### config.mk
export PLATFORM = sky130hd
export DESIGN_NAME = fifo_ptr_ctrl_flat
export DESIGN_NICKNAME = d
export VERILOG_FILES = /design/src/rtl/fifo_ptr_ctrl_if.sv /design/src/rtl/fifo_ptr_ctrl.sv /design/src/flat_wrapper.sv
export SDC_FILE = /design/constraint.sdc
export NUM_CORES = 1
export LEC_CHECK = 0
export BUFFER_PORTS_ARGS = -buffer_cell sky130_fd_sc_hd__buf_2
export CORE_UTILIZATION = 45
export DETAILED_ROUTE_END_ITERATION = 8
export PLACE_DENSITY_LB_ADDON = 0.2
export SLEW_MARGIN = 40
export SYNTH_ARGS = -nofsm -noshare
export SYNTH_HDL_FRONTEND = slang
export SYNTH_SLANG_ARGS = --single-unit
### constraint.sdc
create_clock -name clk -period 2.7 [get_ports clk]
set_input_delay 0.54 -clock clk [delete_from_list [all_inputs] [get_ports clk]]
set_output_delay 0.54 -clock clk [all_outputs]
set_load 0.01 [all_outputs]
### src/rtl/fifo_ptr_ctrl_if.sv
// Client/RAM-side signal bundle for the 32-entry FIFO pointer controller.
// master drives requests and observes strobes/status; slave is the controller.
interface fifo_ptr_ctrl_if #(
   parameter int ADDR_W = 5
);
   logic              push;
   logic              pop;
   logic              err_clr;
   logic              wr_en;
   logic              rd_en;
   logic [ADDR_W-1:0] wr_addr;
   logic [ADDR_W-1:0] rd_addr;
   logic [ADDR_W:0]   count;
   logic              full;
   logic              empty;
   logic              afull;
   logic              aempty;
   logic              ovf;
   logic              unf;

   modport master (
      output push, pop, err_clr,
      input  wr_en, rd_en, wr_addr, rd_addr, count,
      input  full, empty, afull, aempty, ovf, unf
   );

   modport slave (
      input  push, pop, err_clr,
      output wr_en, rd_en, wr_addr, rd_addr, count,
      output full, empty, afull, aempty, ovf, unf
   );
endinterface

### src/rtl/fifo_ptr_ctrl.sv
// FIFO pointer/flag controller: gates push/pop against occupancy, advances the
// wrapping RAM address counters and registers occupancy, status and sticky error flags.
module fifo_ptr_ctrl #(
   parameter int ADDR_W    = 5,
   parameter int AFULL_TH  = 28,
   parameter int AEMPTY_TH = 4
) (
   input logic            clk,
   input logic            clr,
   fifo_ptr_ctrl_if.slave bus
);
   localparam int CNT_W = ADDR_W + 1;
   localparam logic [CNT_W-1:0] DEPTH      = CNT_W'(1 << ADDR_W);
   localparam logic [CNT_W-1:0] AFULL_LVL  = CNT_W'(AFULL_TH);
   localparam logic [CNT_W-1:0] AEMPTY_LVL = CNT_W'(AEMPTY_TH);

   logic              wr_en;
   logic              rd_en;
   logic [ADDR_W-1:0] wr_addr_q, wr_addr_d;
   logic [ADDR_W-1:0] rd_addr_q, rd_addr_d;
   logic [CNT_W-1:0]  count_q, count_d;
   logic              full_q, full_d;
   logic              empty_q, empty_d;
   logic              afull_q, afull_d;
   logic              aempty_q, aempty_d;
   logic              ovf_q, ovf_d;
   logic              unf_q, unf_d;

   always_comb begin
      // A pop frees a slot in the same cycle, so push+pop passes through when full.
      wr_en     = bus.push & (~full_q | bus.pop);
      rd_en     = bus.pop & ~empty_q;
      wr_addr_d = wr_addr_q + ADDR_W'(wr_en);
      rd_addr_d = rd_addr_q + ADDR_W'(rd_en);
      count_d   = count_q + CNT_W'(wr_en) - CNT_W'(rd_en);
      full_d    = (count_d == DEPTH);
      empty_d   = (count_d == '0);
      afull_d   = (count_d >= AFULL_LVL);
      aempty_d  = (count_d <= AEMPTY_LVL);
      // A new error in the clearing cycle stays visible.
      ovf_d     = (bus.push & ~wr_en) | (ovf_q & ~bus.err_clr);
      unf_d     = (bus.pop & ~rd_en) | (unf_q & ~bus.err_clr);
   end

   always_ff @(posedge clk) begin
      if (!clr) begin
         wr_addr_q <= '0;
         rd_addr_q <= '0;
         count_q   <= '0;
         full_q    <= 1'b0;
         empty_q   <= 1'b1;
         afull_q   <= 1'b0;
         aempty_q  <= 1'b1;
         ovf_q     <= 1'b0;
         unf_q     <= 1'b0;
      end else begin
         wr_addr_q <= wr_addr_d;
         rd_addr_q <= rd_addr_d;
         count_q   <= count_d;
         full_q    <= full_d;
         empty_q   <= empty_d;
         afull_q   <= afull_d;
         aempty_q  <= aempty_d;
         ovf_q     <= ovf_d;
         unf_q     <= unf_d;
      end
   end

   assign bus.wr_en   = wr_en;
   assign bus.rd_en   = rd_en;
   assign bus.wr_addr = wr_addr_q;
   assign bus.rd_addr = rd_addr_q;
   assign bus.count   = count_q;
   assign bus.full    = full_q;
   assign bus.empty   = empty_q;
   assign bus.afull   = afull_q;
   assign bus.aempty  = aempty_q;
   assign bus.ovf     = ovf_q;
   assign bus.unf     = unf_q;
endmodule

### src/flat_wrapper.sv
// flat-port wrapper written by rule: the top's interface ports become plain ports
module fifo_ptr_ctrl_flat 
#(
   parameter int ADDR_W    = 5,
   parameter int AFULL_TH  = 28,
   parameter int AEMPTY_TH = 4
)
  (clk, clr, bus_push, bus_pop, bus_err_clr, bus_wr_en, bus_rd_en, bus_wr_addr, bus_rd_addr, bus_count, bus_full, bus_empty, bus_afull, bus_aempty, bus_ovf, bus_unf);
  fifo_ptr_ctrl_if #(.ADDR_W(ADDR_W)) bus_i ();
  input logic clk;
  input logic clr;
  input wire logic [$bits(bus_i.push)-1:0] bus_push;
  input wire logic [$bits(bus_i.pop)-1:0] bus_pop;
  input wire logic [$bits(bus_i.err_clr)-1:0] bus_err_clr;
  output wire logic [$bits(bus_i.wr_en)-1:0] bus_wr_en;
  output wire logic [$bits(bus_i.rd_en)-1:0] bus_rd_en;
  output wire logic [$bits(bus_i.wr_addr)-1:0] bus_wr_addr;
  output wire logic [$bits(bus_i.rd_addr)-1:0] bus_rd_addr;
  output wire logic [$bits(bus_i.count)-1:0] bus_count;
  output wire logic [$bits(bus_i.full)-1:0] bus_full;
  output wire logic [$bits(bus_i.empty)-1:0] bus_empty;
  output wire logic [$bits(bus_i.afull)-1:0] bus_afull;
  output wire logic [$bits(bus_i.aempty)-1:0] bus_aempty;
  output wire logic [$bits(bus_i.ovf)-1:0] bus_ovf;
  output wire logic [$bits(bus_i.unf)-1:0] bus_unf;
  assign bus_i.push = bus_push;
  assign bus_i.pop = bus_pop;
  assign bus_i.err_clr = bus_err_clr;
  assign bus_wr_en = bus_i.wr_en;
  assign bus_rd_en = bus_i.rd_en;
  assign bus_wr_addr = bus_i.wr_addr;
  assign bus_rd_addr = bus_i.rd_addr;
  assign bus_count = bus_i.count;
  assign bus_full = bus_i.full;
  assign bus_empty = bus_i.empty;
  assign bus_afull = bus_i.afull;
  assign bus_aempty = bus_i.aempty;
  assign bus_ovf = bus_i.ovf;
  assign bus_unf = bus_i.unf;
  fifo_ptr_ctrl #(.ADDR_W(ADDR_W), .AFULL_TH(AFULL_TH), .AEMPTY_TH(AEMPTY_TH)) u_core (.clk(clk), .clr(clr), .bus(bus_i));
endmodule
# Word-level counts from Yosys, hierarchy flattened

Cells that the tools add are included.
W data, S select, Z words.

Register bits after elaboration: 22
Word-level logic and storage cells: 31
Input port bits: 5

Reductions and logical operators: 1
Add/sub/neg operators: 4
Equality and inequality tests: 1
Magnitude comparators: 2
Bitwise logic cells: 14

Operators by type and width:

| operator             | number |
|---|---|
| $add A5 B1 Y5        | 2 |
| $add A6 B1 Y6        | 1 |
| $and A1 B1 Y1        | 6 |
| $eq A6 B6 Y1 const B | 1 |
| $ge A6 B5 Y1 const B | 1 |
| $le A6 B3 Y1 const B | 1 |
| $logic_not A6 Y1     | 1 |
| $sub A6 B1 Y6        | 1 |
| $not A1 Y1           | 5 |
| $or A1 B1 Y1         | 3 |

# Depth between registers and ports, before layout

Gate-level depths: netlist of the first run.

Depth after elaboration: 6
Gate-level depth with buffers: 12
Gate-level depth less buffers: 12

# Least setup slack after synthesis of the first run

OpenSTA, ideal clock, no wires.

Kind: input to register
Start: in bus_pop
End: reg u_core.aempty_q, in the netlist u_core.bus.aempty
Arrival time: 2589 ps
Buffers on the path: 0
Stages on the path: 12
Path slack: 12 ps
Cell sequence: nand2b_1 > and2_1 > inv_1 > ha_1 > inv_1 > ha_1 > fa_1 > nand3_1 > nand2_1 > xnor2_1 > and2_1 > a2111oi_4

Cells in the longest elaborated chain, start to end: 5
Elaborated cells on any way between the ends: 6
Classes of those cells: 2 x add/sub; 1 x order compare; 3 x bitwise

RTL lines:

| item                 | line                | source |
|---|---|---|
| start, declared      | flat_wrapper.sv:13  | `input wire logic [$bits(bus_i.pop)-1:0] bus_pop;` |
| $or A1 B1 Y1         | fifo_ptr_ctrl.sv:31 | `wr_en = bus.push & (~full_q \| bus.pop);` |
| $and A1 B1 Y1        | fifo_ptr_ctrl.sv:31 |  |
| named net bus_wr_en  | flat_wrapper.sv:15  | `output wire logic [$bits(bus_i.wr_en)-1:0] bus_wr_en;` |
| $add A6 B1 Y6        | fifo_ptr_ctrl.sv:35 | `count_d = count_q + CNT_W'(wr_en) - CNT_W'(rd_en);` |
| $sub A6 B1 Y6        | fifo_ptr_ctrl.sv:35 |  |
| $le A6 B3 Y1         | fifo_ptr_ctrl.sv:39 | `aempty_d = (count_d <= AEMPTY_LVL);` |
| end signal, assigned | fifo_ptr_ctrl.sv:63 | `aempty_q <= aempty_d;` |
| end, declared        | fifo_ptr_ctrl.sv:25 | `logic aempty_q, aempty_d;` |

The timed path passes the listed nets, and every way through them passes these cells.
A chain may end at the register's enable or synchronous reset.

# Worst setup path after layout of the first run

Start: in bus_pop
End: reg u_core.aempty_q, in the netlist u_core.bus.aempty

Cells in the longest elaborated chain, start to end: 5
Elaborated cells on any way between the ends: 6
Classes of those cells: 2 x add/sub; 1 x order compare; 3 x bitwise

RTL lines:

| item            | line |
|---|---|
| $or A1 B1 Y1    | fifo_ptr_ctrl.sv:31 |
| $and A1 B1 Y1   | fifo_ptr_ctrl.sv:31 |
| $add A6 B1 Y6   | fifo_ptr_ctrl.sv:35 |
| $sub A6 B1 Y6 * | fifo_ptr_ctrl.sv:35 |
| $le A6 B3 Y1 *  | fifo_ptr_ctrl.sv:39 |

Every way passes the cells marked *; elsewhere a longest branch is shown, timed or not.

==> flow_summary_export.csv, run 1 <==
group,metric,value,unit
run_status,outcome,"complete, no violations",
yosys,syn_area_per_cell,10.2,um2
placement,pre_cts_slack,-0.0848,ns
die,rows,16,
timing,whs,0.525,ns
timing,fmaxAchievable,0.404,GHz
critical_path,path_buf_inv,3,
yosys,synth_nets,117,
route,dr.pass1.iters,4,
cts,path_clk_slew,0.10,ns
cells_and_area,nets,155,
yosys,yosysUniqueCellTypes,25,
timing,period_share,91.7,%
critical_path,cp_data_arrival_time,2.68,ns
placement,placed_area,1250,um2
critical_path,worstSetupPathType,"in -> reg",
yosys,ys_seq_elements,22,
global_route,grt_pass1_wl,3.25,mm
die,io_pins,29,
yosys,synth.area.mux_share,0,%
yosys,synthTopCellsByCount,"dfxtp_1 (22), and2_1 (15), inv_1 (11)",
yosys,synth_area_leaders,"dfxtp_1 (43%), ha_1 (12%), and2_1 (9.1%)",
global_route,first_global_vias,798,
global_route,grt_use_total,17.6,%
min_path,hold_start,"u_core.bus.ovf",
global_route,gr-total-overflow,0,
critical_path,critPathTopFamily,"adder cells",
cts,tritoncts,"done",
cts,cts_root_buffer,"clkbuf_4",
cts,clk_latency,0.29,ns
die,start_util,50.0,%
critical_path,cp.required,2.90,ns
route,postRouteAntennaNets,0,
route,vias,789,
die,die_width,49.9,um
timing,skew,0.00429,ns
cts,clk_path_buf_depth,2,
die,die_area,2490,um2
yosys,synth_compound_area_share,9.47,%
power,powerDensity,1060,nW/um2
cells_and_area,diodes,0,
timing,setup-violations-final,0,
cells_and_area,drive_gt1_share,32.1,%
placement,gp_congestion,0.749,
timing,maxSlewHeadroom,79.0,%
timing,setup_slack,0.224,ns
critical_path,reg2reg_from,"u_core.bus.full",
yosys,synthXorXnorAreaFrac,8.50,%
yosys,synthSimpleGateAreaFrac,20.5,%
cts,hold_buffers,0,
cells_and_area,final_util,61.7,%
critical_path,critPathLaunch,"bus_pop",
timing,final-hold-violation-count,0,
global_route,grt_max_degree,21,
yosys,netlist_area,1030,um2
cells_and_area,area_growth,23.4,%
yosys,synth_top_family_by_area,"simple AND/OR/NAND/NOR gates",
cells_and_area,nFillCells,203,
cts,post_cts_buffers,0,
yosys,yosysTopAreaCellShare,42.7,%
route,drtIter0Drc,11,
cts,cts_resized,0,
yosys,synth.most_common_cell,"dfxtp_1",
timing,setup_tns,0,ns
yosys,synth_adder_area_share,14.1,%
job,drv_cap,0,
route,wl_per_cell,11.1,um
yosys,synth_warnings,0,
timing,slew_viol_final,0,
placement,port_buffers,28,
route,finalWirelength,1.81,mm
timing,final.min_clock_period,2.48,ns
yosys,ys.flop_type,"dfxtp_1",
cts,clkSinkCount,22,
yosys,synth_edf_count,0,
die,core-area,2060,um2
power,p_leak,0.647,nW
timing,worstMarginPinSlew,0.314,ns
critical_path,crit_chain,"buf_2, nand2b_1, and2_1, inv_1, ha_1, inv_1, ha_1, fa_1, nand3_1, nand2_1, xnor2_1, and2_1, a2111oi_4",
route,vias_per_cell,4.81,
die,dieHeight,49.9,um
route,drc,0,
timing,rsz0062_at_grt,"no",
critical_path,cp_slowest_cell,"fa_1",
yosys,yosysSeqAreaShare,42.7,%
cts,numCtsBuffers,3,
min_path,hold_class,"reg -> reg",
placement,place_hpwl,1.49,mm
critical_path,worst_path_largest_cell_delay,0.40,ns
yosys,synthCells,101,
critical_path,worstSetupStartpointType,"input pin",
critical_path,cp-end-kind,"flip-flop",
critical_path,worst-path-max-fanout,3,
power,peakVddDrop,0.690,mV
yosys,yosys.area.top_type,"dfxtp_1",
cells_and_area,final_area,1270,um2
cts,cts-htree-levels,1,
global_route,antenna_found_initial,0,
yosys,async_flop_share,0,%
-- worst paths after layout --
check                                    endpoint  slack, ns  cells past startpoint
worst max-delay path            u_core.bus.aempty       0.22                     13
worst min-delay path               u_core.bus.ovf       0.52                      2
worst max register to register  u_core.bus.aempty       0.28                     12
worst min register to register     u_core.bus.ovf       0.52                      2
-- logic make-up after synthesis --
family,Yosys count
AO/OA/AOI/OAI,9
XOR/XNOR,10
AND/OR/NAND/NOR,36
adder cells (fa/ha/maj),11
buffers and inverters,13
flip-flops,22
-- power breakdown --
part           switching (W)  total [W]  internal [W]
registers          0.0000377   0.000432      0.000394
logic               0.000397   0.000780      0.000383
clock network      0.0000859   0.000138     0.0000519
total               0.000520    0.00135      0.000829
-- final cells by class --
class	count	area, um2	share of cell area (%)
Multi-Input combinational cell	66	542	42.6
Sequential cell	22	440	34.6
Timing Repair Buffer	35	193	15.1
Inverter	11	41.3	3.24
Tap cell	27	33.8	2.65
Clock buffer	3	22.5	1.77
-- cell usage in the layout, fill, tap and decap left out, types with 3 or more instances in the layout --
cell type | Yosys | routed
nor2b_1 | 4 | 4
ha_1 | 10 | 10
and2_1 | 15 | 15
clkbuf_4 | 0 | 3
dfxtp_1 | 22 | 22
buf_4 | 0 | 7
nand3_1 | 6 | 6
buf_2 | 0 | 28
inv_1 | 11 | 11
xnor2_1 | 7 | 7
nor2_1 | 3 | 3
xor2_1 | 3 | 3
-- worst register-to-register path: cells and delay by family, from the launching register on --
| family | cells | cell delay (ns) |
|---|---|---|
| and+or+nand+nor | 5 | 0.59 |
| AOI/OAI and AO/OA | 1 | 0.31 |
| xor gates and xnor gates | 1 | 0.15 |
| adders and majority gates | 3 | 0.88 |
| DFF | 1 | 0.32 |
| buffers and inverters | 2 | 0.09 |
-- through the flow --
step	cells	power, W
floorplan	101	0.000966
detailed placement	161	0.00122
global route	164	0.00147
CTS	164	0.00137
global placement	161	0.00120
finish	164	0.00135
-- flip-flops by register name, indices dropped and copies added (netlist names) --
name                flops
u_core.bus.wr_addr      5
u_core.bus.count        6
u_core.bus.empty        1
u_core.bus.ovf          1
u_core.bus.full         1
u_core.bus.unf          1
u_core.bus.afull        1
u_core.bus.rd_addr      5
u_core.bus.aempty       1
-- per-layer routing --
layer / part of all wire, % / routed length, um / GRT usage (%)
met5: 0 / 0 / 0
met4: 1.9 / 34 / 7.14
met3: 3.7 / 68 / 4.01
met2: 53 / 964 / 33.6
met1: 41 / 747 / 17.9
No activity file was read; power rests on OpenSTA's default activity.
==> inputs of run 2 (changes only) <==
- BUFFER_PORTS_ARGS: -buffer_cell sky130_fd_sc_hd__buf_2 -> not set
- CORE_UTILIZATION: 45 -> 50
- DONT_BUFFER_PORTS: not set -> 1
==> run 2 against run 1 <==
Sequential power increased by 9.7%. Clock power is 28% higher. Highest routed layer unchanged. Critical path type is now reg -> reg. Largest power group unchanged. Core utilization is 3.5 points lower. Worst setup slack improved by 0.048 ns. First-iteration DRC count shrank 55%. Critical path depth shrank 1. Register-to-register slack is essentially flat. Sequential share of layout area up 4.3 points. Maximum frequency grew 2.0%. Total power down 3.1%. Via count fell by 15%. Largest cell class unchanged.
==> flow_summary_export.csv, run 2 (synthesis results as in run 1) <==
group,metric,value,unit
global_route,grt_max_degree,21,
timing,period_share,89.9,%
timing,skew,0.000696,ns
power,internal_power,0.000810,W
cells_and_area,multi_input_area,542,um2
cells_and_area,largest_reg_flops,6,
critical_path,critPathTopFamily,"adder cells",
route,drtIter0Drc,5,
die,rows,16,
cts,clkSinkCount,22,
route,vias,673,
critical_path,worstSetupPathType,"reg -> reg",
global_route,grt_use_total,16.1,%
route,wl_per_cell,11.8,um
power,comb_power_share,50.2,%
critical_path,cp_slowest_cell,"fa_1",
critical_path,cp.required,2.91,ns
run_status,outcome,"complete, no violations",
critical_path,cp_data_arrival_time,2.64,ns
critical_path,worstSetupStartpointType,"flip-flop",
cells_and_area,ff_latch_area,440,um2
timing,whs,0.289,ns
power,power_frac_clock,13.5,%
power,p_leak,0.509,nW
cts,numCtsBuffers,3,
global_route,grt_pass1_wl,2.40,mm
timing,fmaxAchievable,0.412,GHz
die,die_width,47.4,um
cts,post_cts_buffers,0,
route,postRouteAntennaNets,0,
die,start_util,53.1,%
global_route,use_met1,19.4,%
die,core-area,1940,um2
critical_path,path_buf_inv,2,
cells_and_area,final_cells,135,
cts,cts_resized,0,
critical_path,worst_path_largest_cell_delay,0.39,ns
cells_and_area,mostFrequentLayoutCell,"dfxtp_1",
route,vias_per_cell,4.99,
global_route,met3_usage,6.79,%
cts,path_clk_slew,0.11,ns
timing,final-hold-violation-count,0,
power,powerDensity,1160,nW/um2
global_route,gr-total-overflow,0,
cells_and_area,drive_gt1_share,13.9,%
timing,final.min_clock_period,2.43,ns
power,p_sw,0.000497,W
cts,tritoncts,"done",
timing,setup_tns,0,ns
timing,slew_viol_final,0,
die,die_area,2250,um2
cells_and_area,final_cell_mix,"dfxtp_1 (22), and2_1 (15), inv_1 (11)",
cts,cts-htree-levels,1,
power,p_seq_share,36.3,%
placement,dp_cells,131,
global_route,antenna_found_initial,0,
cells_and_area,diodes,0,
critical_path,cp-end-kind,"flip-flop",
die,io_pins,29,
placement,gp_congestion,0.791,
route,dr.pass1.iters,2,
power,switching_share,38.0,%
global_route,grt-busiest-layer,"met2",
cts,hold_buffers,0,
cells_and_area,nFillCells,173,
timing,rsz0062_at_grt,"no",
cts,cts_root_buffer,"clkbuf_4",
placement,place_hpwl,1.21,mm
cts,clk_path_buf_depth,2,
critical_path,worst-path-max-fanout,2,
die,dieHeight,47.4,um
cells_and_area,area_growth,9.71,%
critical_path,crit_chain,"nand2b_1, and2_1, inv_1, ha_1, inv_1, ha_1, fa_1, nand3_1, nand2_1, xnor2_1, and2_1, a2111oi_4",
global_route,use_met2,23.6,%
cts,clk_latency,0.30,ns
timing,setup-violations-final,0,
min_path,hold_class,"in -> reg",
route,finalWirelength,1.60,mm
global_route,first_global_vias,592,
timing,worstMarginPinSlew,0.241,ns
power,peakVddDrop,0.826,mV
placement,port_buffers,0,
route,drc,0,
cells_and_area,nets,125,
job,drv_cap,0,
timing,maxSlewHeadroom,83.8,%
==> run 2: cell count changes in the layout (fill, tap and decap cells not counted) <==
cell / delta
buf_4: -2
clkbuf_8: +1
buf_2: -28
==> run 2: routing by layer <==
layer  part of all wire, %  up-vias  routed length [um]
met4                   2.1        0                  34
met3                   7.8        5                 125
met5                     0        -                   0
met1                    46      302                 739
met2                    44       22                 699
li1                      -      344                   -
==> run 2: worst register-to-register path, stage by stage (launching register included) <==
cell       delay, ns
dfxtp_1         0.36
nand2b_1        0.10
and2_1          0.15
inv_1           0.05
ha_1            0.26
inv_1           0.04
ha_1            0.21
fa_1            0.39
nand3_1         0.09
nand2_1         0.06
xnor2_1         0.13
and2_1          0.19
a2111oi_4       0.31
==> run 2: area by class of cell <==
cell class / count / share of cell area (%)
inverter: 11 / 3.65
clock buffer: 4 / 3.21
timing repair buffer: 5 / 3.32
sequential: 22 / 38.9
multi-input combinational: 66 / 47.9
tap: 27 / 2.99
==> run 2: power groups by stage <==
stage	registers, W	logic (W)	clock network [W]
final	0.000474	0.000656	0.000177
after global routing	0.000486	0.000739	0.000195
after CTS	0.000477	0.000658	0.000187
after detailed placement	0.000484	0.000651	0
after global placement	0.000484	0.000648	0
after floorplan	0.000469	0.000497	0
==> run 2: metrics by stage <==
stage	worst slack [ns]	utilization, %	power [W]	cell area [um2]
global placement	0.103	56.4	0.00113	1090
finish	0.272	58.2	0.00131	1130
floorplan	0.0117	-	0.000966	1030
detailed placement	0.0685	56.4	0.00113	1090
global route	0.0862	58.2	0.00142	1130
CTS	0.238	58.2	0.00132	1130
==> run 2: path summary, 6_finish.rpt <==
check | cells after the start | startpoint | to | slack [ns]
hold / removal | 1 | clr | u_core.bus.empty | 0.29
setup / recovery | 12 | u_core.bus.full | u_core.bus.aempty | 0.27
hold reg to reg | 2 | u_core.bus.ovf | u_core.bus.ovf | 0.59
setup reg to reg | 12 | u_core.bus.full | u_core.bus.aempty | 0.27
